==> src/rtl/mux_n_skid_if.sv <==
`default_nettype none
// ============================================================================
// Module   : mux_n_skid_if
// Brief    : Upstream/downstream handshake bundle for mux_n_skid.
// Revision : 1.0 - initial release
// ============================================================================
interface mux_n_skid_if #(
    parameter int WIDTH = 32,
    parameter int N     = 16
);
    localparam int SEL_W = $clog2(N);

    logic [N*WIDTH-1:0] in_data;
    logic [SEL_W-1:0]   in_sel;
    logic               in_valid;
    logic               in_ready;
    logic [WIDTH-1:0]   out_data;
    logic [SEL_W-1:0]   out_sel;
    logic               out_valid;
    logic               out_ready;

    modport master (
        output in_data, in_sel, in_valid, out_ready,
        input  in_ready, out_data, out_sel, out_valid
    );

    modport slave (
        input  in_data, in_sel, in_valid, out_ready,
        output in_ready, out_data, out_sel, out_valid
    );
endinterface
`default_nettype wire

==> src/rtl/mux_n_skid.sv <==
`default_nettype none
// ============================================================================
// Module   : mux_n_skid
// Brief    : N-way WIDTH-bit selector feeding a 2-entry skid FIFO of {sel,data}.
//            Define MUX_SEL_CHECK_EN to drop out-of-range beats and flag sel_err.
// Revision : 1.0 - initial release
// ============================================================================
module mux_n_skid #(
    parameter int WIDTH = 32,
    parameter int N     = 16
) (
    input  wire logic      clk,
    input  wire logic      rst_n,
    mux_n_skid_if.slave    bus
`ifdef MUX_SEL_CHECK_EN
    ,
    output logic           sel_err
`endif
);
    localparam int SEL_W = $clog2(N);

    logic [1:0]       r_count;
    logic             r_wptr;
    logic             r_rptr;
    logic [WIDTH-1:0] r_data [2];
    logic [SEL_W-1:0] r_sel  [2];

    logic [WIDTH-1:0] w_sel_data;
    logic             w_accept;
    logic             w_push;
    logic             w_pop;

    // Unmatched select codes leave the result at zero.
    always_comb begin
        w_sel_data = '0;
        for (int k = 0; k < N; k++) begin
            if (bus.in_sel == k[SEL_W-1:0]) begin
                w_sel_data = bus.in_data[k*WIDTH +: WIDTH];
            end
        end
    end

    assign bus.in_ready  = (r_count != 2'd2);
    assign bus.out_valid = (r_count != 2'd0);
    assign bus.out_data  = r_data[r_rptr];
    assign bus.out_sel   = r_sel[r_rptr];

    assign w_accept = bus.in_valid && bus.in_ready;
    assign w_pop    = bus.out_valid && bus.out_ready;

`ifdef MUX_SEL_CHECK_EN
    localparam logic [SEL_W:0] c_n_chan = (SEL_W+1)'(N);

    logic w_in_range;
    logic r_sel_err;

    assign w_in_range = ({1'b0, bus.in_sel} < c_n_chan);
    assign w_push     = w_accept && w_in_range;
    assign sel_err    = r_sel_err;

    always_ff @(posedge clk or negedge rst_n) begin
        if (!rst_n) begin
            r_sel_err <= 1'b0;
        end else if (w_accept && !w_in_range) begin
            r_sel_err <= 1'b1;
        end
    end
`else
    assign w_push = w_accept;
`endif

    always_ff @(posedge clk or negedge rst_n) begin
        if (!rst_n) begin
            r_count   <= 2'd0;
            r_wptr    <= 1'b0;
            r_rptr    <= 1'b0;
            r_data[0] <= '0;
            r_data[1] <= '0;
            r_sel[0]  <= '0;
            r_sel[1]  <= '0;
        end else begin
            if (w_push) begin
                r_data[r_wptr] <= w_sel_data;
                r_sel[r_wptr]  <= bus.in_sel;
                r_wptr         <= ~r_wptr;
            end
            if (w_pop) begin
                r_rptr <= ~r_rptr;
            end
            case ({w_push, w_pop})
                2'b10:   r_count <= r_count + 2'd1;
                2'b01:   r_count <= r_count - 2'd1;
                default: r_count <= r_count;
            endcase
        end
    end
endmodule
`default_nettype wire

==> src/flat_wrapper.sv <==
// flat-port wrapper written by rule: the top's interface ports become plain ports
module mux_n_skid_flat 
#(
    parameter int WIDTH = 32,
    parameter int N     = 16
)
  (clk, rst_n, bus_in_data, bus_in_sel, bus_in_valid, bus_out_ready, bus_in_ready, bus_out_data, bus_out_sel, bus_out_valid);
  mux_n_skid_if #(.WIDTH(WIDTH), .N(N)) bus_i ();
  input  wire logic clk;
  input  wire logic rst_n;
  input wire logic [$bits(bus_i.in_data)-1:0] bus_in_data;
  input wire logic [$bits(bus_i.in_sel)-1:0] bus_in_sel;
  input wire logic [$bits(bus_i.in_valid)-1:0] bus_in_valid;
  input wire logic [$bits(bus_i.out_ready)-1:0] bus_out_ready;
  output wire logic [$bits(bus_i.in_ready)-1:0] bus_in_ready;
  output wire logic [$bits(bus_i.out_data)-1:0] bus_out_data;
  output wire logic [$bits(bus_i.out_sel)-1:0] bus_out_sel;
  output wire logic [$bits(bus_i.out_valid)-1:0] bus_out_valid;
  assign bus_i.in_data = bus_in_data;
  assign bus_i.in_sel = bus_in_sel;
  assign bus_i.in_valid = bus_in_valid;
  assign bus_i.out_ready = bus_out_ready;
  assign bus_in_ready = bus_i.in_ready;
  assign bus_out_data = bus_i.out_data;
  assign bus_out_sel = bus_i.out_sel;
  assign bus_out_valid = bus_i.out_valid;
  mux_n_skid #(.WIDTH(WIDTH), .N(N)) u_core (.clk(clk), .rst_n(rst_n), .bus(bus_i));
endmodule
==> config.mk <==
export PLATFORM = sky130hd
export DESIGN_NAME = mux_n_skid_flat
export DESIGN_NICKNAME = d
export VERILOG_FILES = /design/src/rtl/mux_n_skid_if.sv /design/src/rtl/mux_n_skid.sv /design/src/flat_wrapper.sv
export SDC_FILE = /design/constraint.sdc
export NUM_CORES = 1
export LEC_CHECK = 0
export BUFFER_PORTS_ARGS = -buffer_cell sky130_fd_sc_hd__buf_2
export CORE_AREA = 2 2 217 219
export DETAILED_ROUTE_END_ITERATION = 8
export DIE_AREA = 0 0 219 221
export GPL_ROUTABILITY_DRIVEN = 0
export GPL_TIMING_DRIVEN = 0
export PLACE_DENSITY = 0.47
export SYNTH_ARGS = -nofsm -noshare
export SYNTH_HDL_FRONTEND = slang
export SYNTH_SLANG_ARGS = --single-unit
export TNS_END_PERCENT = 50
==> constraint.sdc <==
create_clock -name clk -period 2.15 [get_ports clk]
set_clock_uncertainty 0.15 [all_clocks]
set_input_delay 0.5375 -clock clk [delete_from_list [all_inputs] [get_ports clk]]
set_output_delay 0.5375 -clock clk [all_outputs]
set_load 0.005 [all_outputs]
==> results of run 1 <==
-- final timing paths --
path	startpoint	to	slack [ns]	depth (start not counted)
worst max-delay path	bus_in_sel[3]	u_core.r_data[49]	-0.65	9
worst min-delay path	u_core.r_data[26]	u_core.r_data[26]	0.33	2
worst max register to register	u_core.r_count[0]	u_core.r_data[54]	-0.02	5
worst min register to register	u_core.r_data[26]	u_core.r_data[26]	0.33	2
max in group asynchronous	rst_n	u_core.r_data[34]	0.79	3
min in group asynchronous	rst_n	u_core.r_data[33]	0.47	2
-- stage by stage --
step	power, µW	instances	utilization	cell area, µm²	setup WS, ns
final	11200	2418	0.366	16900	-0.647
after global placement	7450	2273	0.272	12500	-1.65
after floorplan	5150	1109	-	8990	-0.111
after detailed placement	7540	2274	0.273	12600	-1.63
after CTS	10700	2358	0.334	15400	-0.420
after global routing	11800	2417	0.366	16900	-0.595
-- layer usage --
layer	track usage	vias to the layer above
met2	0.495	683
met5	0	-
li1	-	5615
met3	0.0397	135
met4	0.100	14
met1	0.356	6185
-- cell families after synthesis --
logic type	synth area share
DFF	0.216
xor gates and xnor gates	0.00399
adders and majority gates	0.00142
buffers and inverters	0.0707
and+or+nand+nor	0.151
muxes	0.234
AOI/OAI and AO/OA	0.323
-- state kept, by name, indices dropped and copies added (netlist names) --
name            flops
u_core.r_count      2
u_core.r_data      64
u_core.r_rptr       1
u_core.r_sel        8
u_core.r_wptr       1
-- placed cells by master (no fill, tap or decap), types with 10 or more instances in the layout --
| cell | instances |
|---|---|
| o32a_1 | 12 |
| dfrtp_1 | 75 |
| clkbuf_16 | 22 |
| o211ai_1 | 11 |
| buf_4 | 96 |
| o22ai_2 | 11 |
| nand2b_1 | 12 |
| mux2_4 | 37 |
| buf_2 | 533 |
| buf_8 | 24 |
| a21oi_1 | 82 |
| o21ai_1 | 25 |
| o21ai_2 | 22 |
| buf_6 | 57 |
| a31oi_1 | 13 |
| buf_12 | 42 |
| mux4_2 | 10 |
| nor2_1 | 70 |
| mux2i_1 | 81 |
| o21ai_0 | 75 |
| a21oi_2 | 18 |
| mux2_2 | 40 |
| nand2_1 | 102 |
| a2111oi_4 | 10 |
| a211oi_2 | 11 |
| o22ai_1 | 28 |
| clkbuf_2 | 13 |
| nor2b_1 | 17 |
-- power breakdown --
part / switching (µW) / internal, µW / leakage, µW
sequential: 402 / 2140 / 0.000916
combinational: 3300 / 3800 / 0.00655
clock: 598 / 1010 / 0.000148
-- layout make-up --
type | count | area (µm²)
fill | 4905 | 29200
timing repair buffer | 690 | 4360
antenna | 6 | 15.0
clock buffer | 10 | 229
sequential | 76 | 1900
tap | 607 | 759
inverter | 4 | 23.8
multi-input combinational | 915 | 8030
clock inverter | 5 | 77.6
buffer | 105 | 1460
-- repair_timing --
action,in CTS,in global routing
setup endpoints to repair,108,105
gates cloned,6,4
pin swaps,72,79
hold endpoints to repair,12,0
buffers inserted,65,59
gates resized for setup,436,244
hold buffers,1,0
-- worst max-delay path: stages --
cell and delay (ns):
buf_8 0.10, buf_8 0.13, or3_4 0.38, buf_8 0.14
o32ai_4 0.11, o22ai_2 0.11, a222oi_1 1.01, nor2_1 0.18
a21oi_1 0.19
==> results.toml, run 1 <==
[sta]
hold_violations = 0
rsz0062_at_grt = "true"
post-route-period-util = 1.30
worst_slack_ns = -0.647
fmax_mhz = 357
timing.hold.ws_ns = 0.326
tns_ns = -20.53
period_minus_slack_ns = 2.80
setup_viol = 96
slew_headroom = 0.200
worst_pin_slew_ns = 1.20
finalMaxSlewViolations = 0

[placement]
dpl.hpwl_um = 57300
portBuffers = 557

[route]
vias_per_cell = 5.22
routed-wl-met3_um = 4630
wl_um = 72500
drcViolationCount = 0
avgRoutedWirePerCell_um = 30.0
dr.first_iter.drc_count = 932
met2WireLength_um = 35800
ant_nets = 0
met1_length_um = 29400
vias = 12600
firstDrtPassIters = 5
highest_layer = "met5"

[cells_and_area]
nets = 2322
areaGrowthSynthToFinish_pct = 91.7
drive_above_1_share = 0.620

[die]
die_y_um = 221
start_util = 0.191
io_pins = 558
die_area_mm2 = 0.0484
core_mm2 = 0.0461
fp.dieW_um = 219
rows = 79

[synth]
synth_common_cells = "123 x o21ai_0, 107 x nand2_1, 102 x a21oi_1"
avgSynthCellArea_um2 = 7.93
synth.top_cell.area_share = 0.216
synth_edf_count = 0
synth_top_area_cell = "dfrtp_1"
synth_nets = 1630
yosys_register_bits = 76
yosys_warnings = 0
synth-main-ff-cell = "dfrtp_1"
synthTopCellsByArea = "dfrtp_1 22%, mux2i_1 10%, mux2_2 9.9%"
yosys.cell_types.count = 63
synthArstFlopShare = 1.00
yosysMostFrequentCell = "o21ai_0"
netlist_area_mm2 = 0.00879
ys_seq_area_frac = 0.216
synth_cells = 1109

[clocking]
htree_levels = 3
path_clk_slew_ns = 0.06
clockRootBuffer = "clkbuf_16"
clk_path_buf_depth = 2
cts_made_buffers = 9
cts_num_sinks = 76
clock_latency_ns = 0.33
cts_tree = "done"

[job]
cap_violations = 0

[setup_path]
crit_type = "in -> reg"
crit_path_end_kind = "flop"
path_max_fanout = 8
worstPathRequired_ns = 2.26
crit_arrival_ns = 2.91
cp-start-kind = "input pin"

[power_and_ir_drop]
ir_drop_mv = 0.499
p_leak_uw = 0.00761
power.density_mw_per_mm2 = 667

[grt]
grt_pass1_vias = 12800
overflow = 0
antenna_found_initial = 21
grt_max_degree = 65
track_usage = 0.284
grt_pass1_wl_um = 96300

[run_status]
status = "finished with violations"
violations = "setup timing"

[worst_hold_path]
hp-class = "reg -> reg"
Note: power is estimated with default switching activity, not from simulation.
==> run 2, diff against run 1 <==
- CELL_PAD_IN_SITES_DETAIL_PLACEMENT: not set -> 1
- CELL_PAD_IN_SITES_GLOBAL_PLACEMENT: not set -> 2
- PLACE_DENSITY: 0.47 -> 0.77
==> results.toml, run 2 (same netlist as run 1, synthesis figures left out) <==
[clocking]
path_clk_slew_ns = 0.07
cts_made_buffers = 9
clk_path_buf_depth = 2
htree_levels = 3
clock_latency_ns = 0.34
clockRootBuffer = "clkbuf_16"
cts_tree = "done"
cts_num_sinks = 76

[cells_and_area]
regMostFlops = "u_core.r_data"
fin_util = 0.335
largest_reg_flops = 64
final_common_cell = "buf_2"
areaGrowthSynthToFinish_pct = 75.6
layout_common_cells = "558 x buf_2, 104 x o21ai_0, 100 x nand2_1"
nets = 2288
reg_top3 = "u_core.r_data x64, u_core.r_sel x8, u_core.r_count x2"
drive_above_1_share = 0.575

[sta]
tns_ns = -34.51
finalMaxSlewViolations = 0
worst_pin_slew_ns = 1.32
slew_headroom = 0.122
rsz0062_at_grt = "true"
setup_viol = 105
period_minus_slack_ns = 2.87
hold_violations = 0
worst_slack_ns = -0.719
fmax_mhz = 349
post-route-period-util = 1.33

[grt]
grt_max_degree = 65
grt_pass1_vias = 13500
antenna_found_initial = 17
grt_pass1_wl_um = 99800
overflow = 0
track_usage = 0.292

[power_and_ir_drop]
p_leak_uw = 0.00706
power.density_mw_per_mm2 = 635
ir_drop_mv = 0.396

[job]
cap_violations = 0

[setup_path]
crit_type = "in -> reg"
path_max_fanout = 4
r2r_cells = 6
worstPathRequired_ns = 2.26
r2r_start = "u_core.r_count[0]"
r2r_slack_ns = -0.18
crit_path_end_kind = "flop"
crit_arrival_ns = 2.98
cp-start-kind = "input pin"
r2r-end = "u_core.r_data[39]"

[die]
io_pins = 558
rows = 79
core_mm2 = 0.0461
die_area_mm2 = 0.0484
start_util = 0.191
fp.dieW_um = 219
die_y_um = 221

[run_status]
status = "finished with violations"
violations = "setup timing"

[worst_hold_path]
hold_depth = 2
hold_start = "u_core.r_sel[3]"
hold-path-endpoint = "u_core.r_sel[3]"
hp-class = "reg -> reg"

[route]
ant_nets = 0
wl_um = 73000
vias = 12500
met2WireLength_um = 35300
dr.first_iter.drc_count = 746
vias_per_cell = 5.23
routed-wl-met3_um = 4880
drcViolationCount = 0
avgRoutedWirePerCell_um = 30.5
highest_layer = "met5"
met1_length_um = 30000
firstDrtPassIters = 5

[placement]
portBuffers = 557
dpl.hpwl_um = 58900
==> run 2: cell count changes in the layout (fill, tap and decap cells not counted), sizes merged, moves of 2 or more <==
cell      previous run  this run
buf                754       721
inv                  1         6
diode                6        10
bufinv               2         0
clkbuf              50        48
clkinvlp             3         1
==> run 2: final cells by class <==
class | instances | area, µm²
Buffer | 109 | 1290
Tap cell | 607 | 759
Fill cell | 5579 | 30600
Sequential cell | 76 | 1900
Inverter | 4 | 16.3
Clock inverter | 7 | 60.1
Clock buffer | 9 | 225
Multi-Input combinational cell | 915 | 7430
Antenna cell | 10 | 25.0
Timing Repair Buffer | 652 | 3730
==> run 2: where the power goes <==
| part | switching, µW | internal (µW) | leakage [µW] |
|---|---|---|---|
| Sequential | 409 | 2130 | 0.000917 |
| Clock | 684 | 801 | 0.000137 |
| Combinational | 3010 | 2780 | 0.00601 |
| Total | 4100 | 5710 | 0.00706 |
==> run 2: what timing repair did <==
item / CTS / global route
setup endpoints to repair: 108 / 106
setup buffers: 69 / 26
cloned: 2 / 0
hold endpoints to repair: 12 / 0
hold buffers: 1 / 0
gates resized for setup: 385 / 56
pin swaps: 72 / 52
==> run 2: how the worst max path moves through the flow <==
stage / from / end / slack, ns
6_report: bus_in_sel[3] / u_core.r_data[49] / -0.72
5_1_grt: bus_in_sel[2] / u_core.r_data[49] / -0.86
3_5_place_dp: bus_in_sel[1] / u_core.r_data[9] / -1.87
3_3_place_gp: bus_in_sel[1] / u_core.r_data[9] / -1.81
4_1_cts: bus_in_sel[2] / u_core.r_data[49] / -0.63
2_1_floorplan: bus_in_sel[3] / u_core.r_data[4] / -0.11
==> run 2: layer usage <==
metal	vias up	track usage
met1	6209	0.357
met2	592	0.498
met5	-	0
met4	14	0.115
li1	5545	-
met3	138	0.0599
==> run 2: stage by stage <==
step | worst slack (ns) | power, µW | instance area, µm² | std cells | hold slack [ns]
after floorplan | -0.111 | 5150 | 8990 | 1109 | 0.0919
after global placement | -1.81 | 7440 | 12500 | 2273 | 0.303
after detailed placement | -1.87 | 7620 | 12600 | 2274 | 0.255
after CTS | -0.632 | 9700 | 15100 | 2359 | 0.332
after global routing | -0.864 | 10400 | 15400 | 2383 | 0.361
final | -0.719 | 9810 | 15400 | 2389 | 0.323
==> run 2: worst max-delay path, stage by stage <==
cell and delay, ns:
buf_12 0.10, buf_8 0.12, buf_12 0.12, buf_12 0.12, nand2b_4 0.15, a211oi_4 0.22
o22ai_1 0.12, a222oi_1 1.07, nor2_1 0.18, a21oi_1 0.22
==> run 3, diff against run 2 <==
- PLACE_DENSITY: 0.77 -> not set
- PLACE_DENSITY_LB_ADDON: not set -> 0.1
==> results.toml, run 3 (same netlist as run 1, synthesis figures left out) <==
[run_status]
status = "finished with violations"
violations = "setup timing"

[setup_path]
crit_path_end_kind = "flop"
worstPathRequired_ns = 2.28
crit_type = "in -> reg"
cp-start-kind = "input pin"
crit_arrival_ns = 2.85
path_max_fanout = 6

[job]
cap_violations = 0

[die]
core_mm2 = 0.0461
fp.dieW_um = 219
rows = 79
io_pins = 558
start_util = 0.191
die_y_um = 221
die_area_mm2 = 0.0484

[power_and_ir_drop]
pwr-share-seq = 0.238
clockPowerShare = 0.158
intPower_uw = 6470
p_leak_uw = 0.00712
ir_drop_mv = 0.438
pwr-share-comb = 0.604
p_switching_uw = 4180
power.density_mw_per_mm2 = 674
swShare = 0.393

[worst_hold_path]
hp-class = "reg -> reg"

[placement]
dpl.hpwl_um = 58900
place_area_mm2 = 0.0126
portBuffers = 557

[sta]
worst_slack_ns = -0.572
fmax_mhz = 367
post-route-period-util = 1.27
rsz0062_at_grt = "true"
slew_headroom = 0.212
tns_ns = -18.28
hold_violations = 0
setup_viol = 98
period_minus_slack_ns = 2.72
finalMaxSlewViolations = 0
worst_pin_slew_ns = 1.18

[cells_and_area]
areaGrowthSynthToFinish_pct = 79.8
nets = 2267
regMostFlops = "u_core.r_data"
num-fill-cells = 5537
final_common_cell = "buf_2"
layout_common_cells = "546 x buf_2, 102 x nand2_1, 97 x o21ai_0"
largest_reg_flops = 64
stdcell_area_mm2 = 0.0158
drive_above_1_share = 0.577
reg_top3 = "u_core.r_data x64, u_core.r_sel x8, u_core.r_count x2"

[clocking]
clock_latency_ns = 0.35
clk_path_buf_depth = 2
htree_levels = 3
cts_num_sinks = 76
path_clk_slew_ns = 0.06
cts_tree = "done"
cts_made_buffers = 9
clockRootBuffer = "clkbuf_16"

[grt]
overflow = 0
antenna_found_initial = 29
grt_pass1_wl_um = 98900
grt_max_degree = 68
track_usage = 0.292
grt_pass1_vias = 13200

[route]
avgRoutedWirePerCell_um = 30.6
firstDrtPassIters = 5
vias = 12200
dr.first_iter.drc_count = 606
wl_um = 72700
drcViolationCount = 0
ant_nets = 0
vias_per_cell = 5.13
==> run 3: final timing paths <==
kind                                   start                 to  slack, ns  cells after the start
setup reg to reg           u_core.r_count[0]  u_core.r_data[40]       0.03                      5
min in group asynchronous              rst_n  u_core.r_count[1]       0.41                      2
hold / removal             u_core.r_data[28]  u_core.r_data[28]       0.33                      2
setup / recovery               bus_in_sel[2]  u_core.r_data[43]      -0.57                      9
hold reg to reg            u_core.r_data[28]  u_core.r_data[28]       0.33                      2
max in group asynchronous              rst_n    u_core.r_sel[7]       0.83                      3
==> run 3: repair_timing <==
item / 4_1_cts / 5_1_grt
endpoints found under the hold margin: 9 / 0
endpoints found under the setup margin: 108 / 104
pin swaps: 72 / 36
hold buffers: 1 / 0
resized for setup: 390 / 134
setup buffers: 55 / 14
cloned: 3 / 2
==> run 3: power groups by stage <==
stage	registers, µW	logic, µW	clock network (µW)
final	2540	6440	1680
after global routing	2630	6870	1770
after CTS	2530	6180	1730
after detailed placement	2510	5080	0
after global placement	2470	5030	0
after floorplan	2390	2760	0
==> run 3: metal layers <==
layer  GRT usage  vias up  wire length (µm)
met4       0.109       20              2070
met2       0.500      473             35900
met3      0.0639      101              4510
met5           0        -               126
li1            -     5526                 -
met1       0.354     6065             30100
==> run 3: through the flow <==
stage	total power [µW]	utilization	instances	hold slack (ns)	setup slack, ns
after global routing	11300	0.343	2374	0.362	-0.653
after detailed placement	7590	0.273	2274	0.248	-1.60
after floorplan	5150	-	1109	0.0919	-0.111
after CTS	10400	0.327	2347	0.327	-0.465
final	10700	0.343	2376	0.326	-0.572
after global placement	7500	0.272	2273	0.304	-1.64
==> run 3: worst max-delay path: stages <==
cell      delay [ns]
buf_6           0.10
buf_8           0.13
or3_4           0.38
buf_8           0.15
o32ai_2         0.13
o22ai_1         0.14
a222oi_1        0.98
nor2_1          0.13
a21oi_1         0.17
==> run 3: cell type report <==
class / instances / area, µm² / area share
well taps: 607 / 759 / 0.0480
multi-input cells: 915 / 7630 / 0.483
diodes: 18 / 45.0 / 0.00285
clock buffers: 10 / 229 / 0.0145
inverters: 4 / 22.5 / 0.00142
repair buffers: 632 / 3720 / 0.235
plain buffers: 108 / 1400 / 0.0883
flip-flops and latches: 76 / 1910 / 0.121
clock inverters: 6 / 97.6 / 0.00617
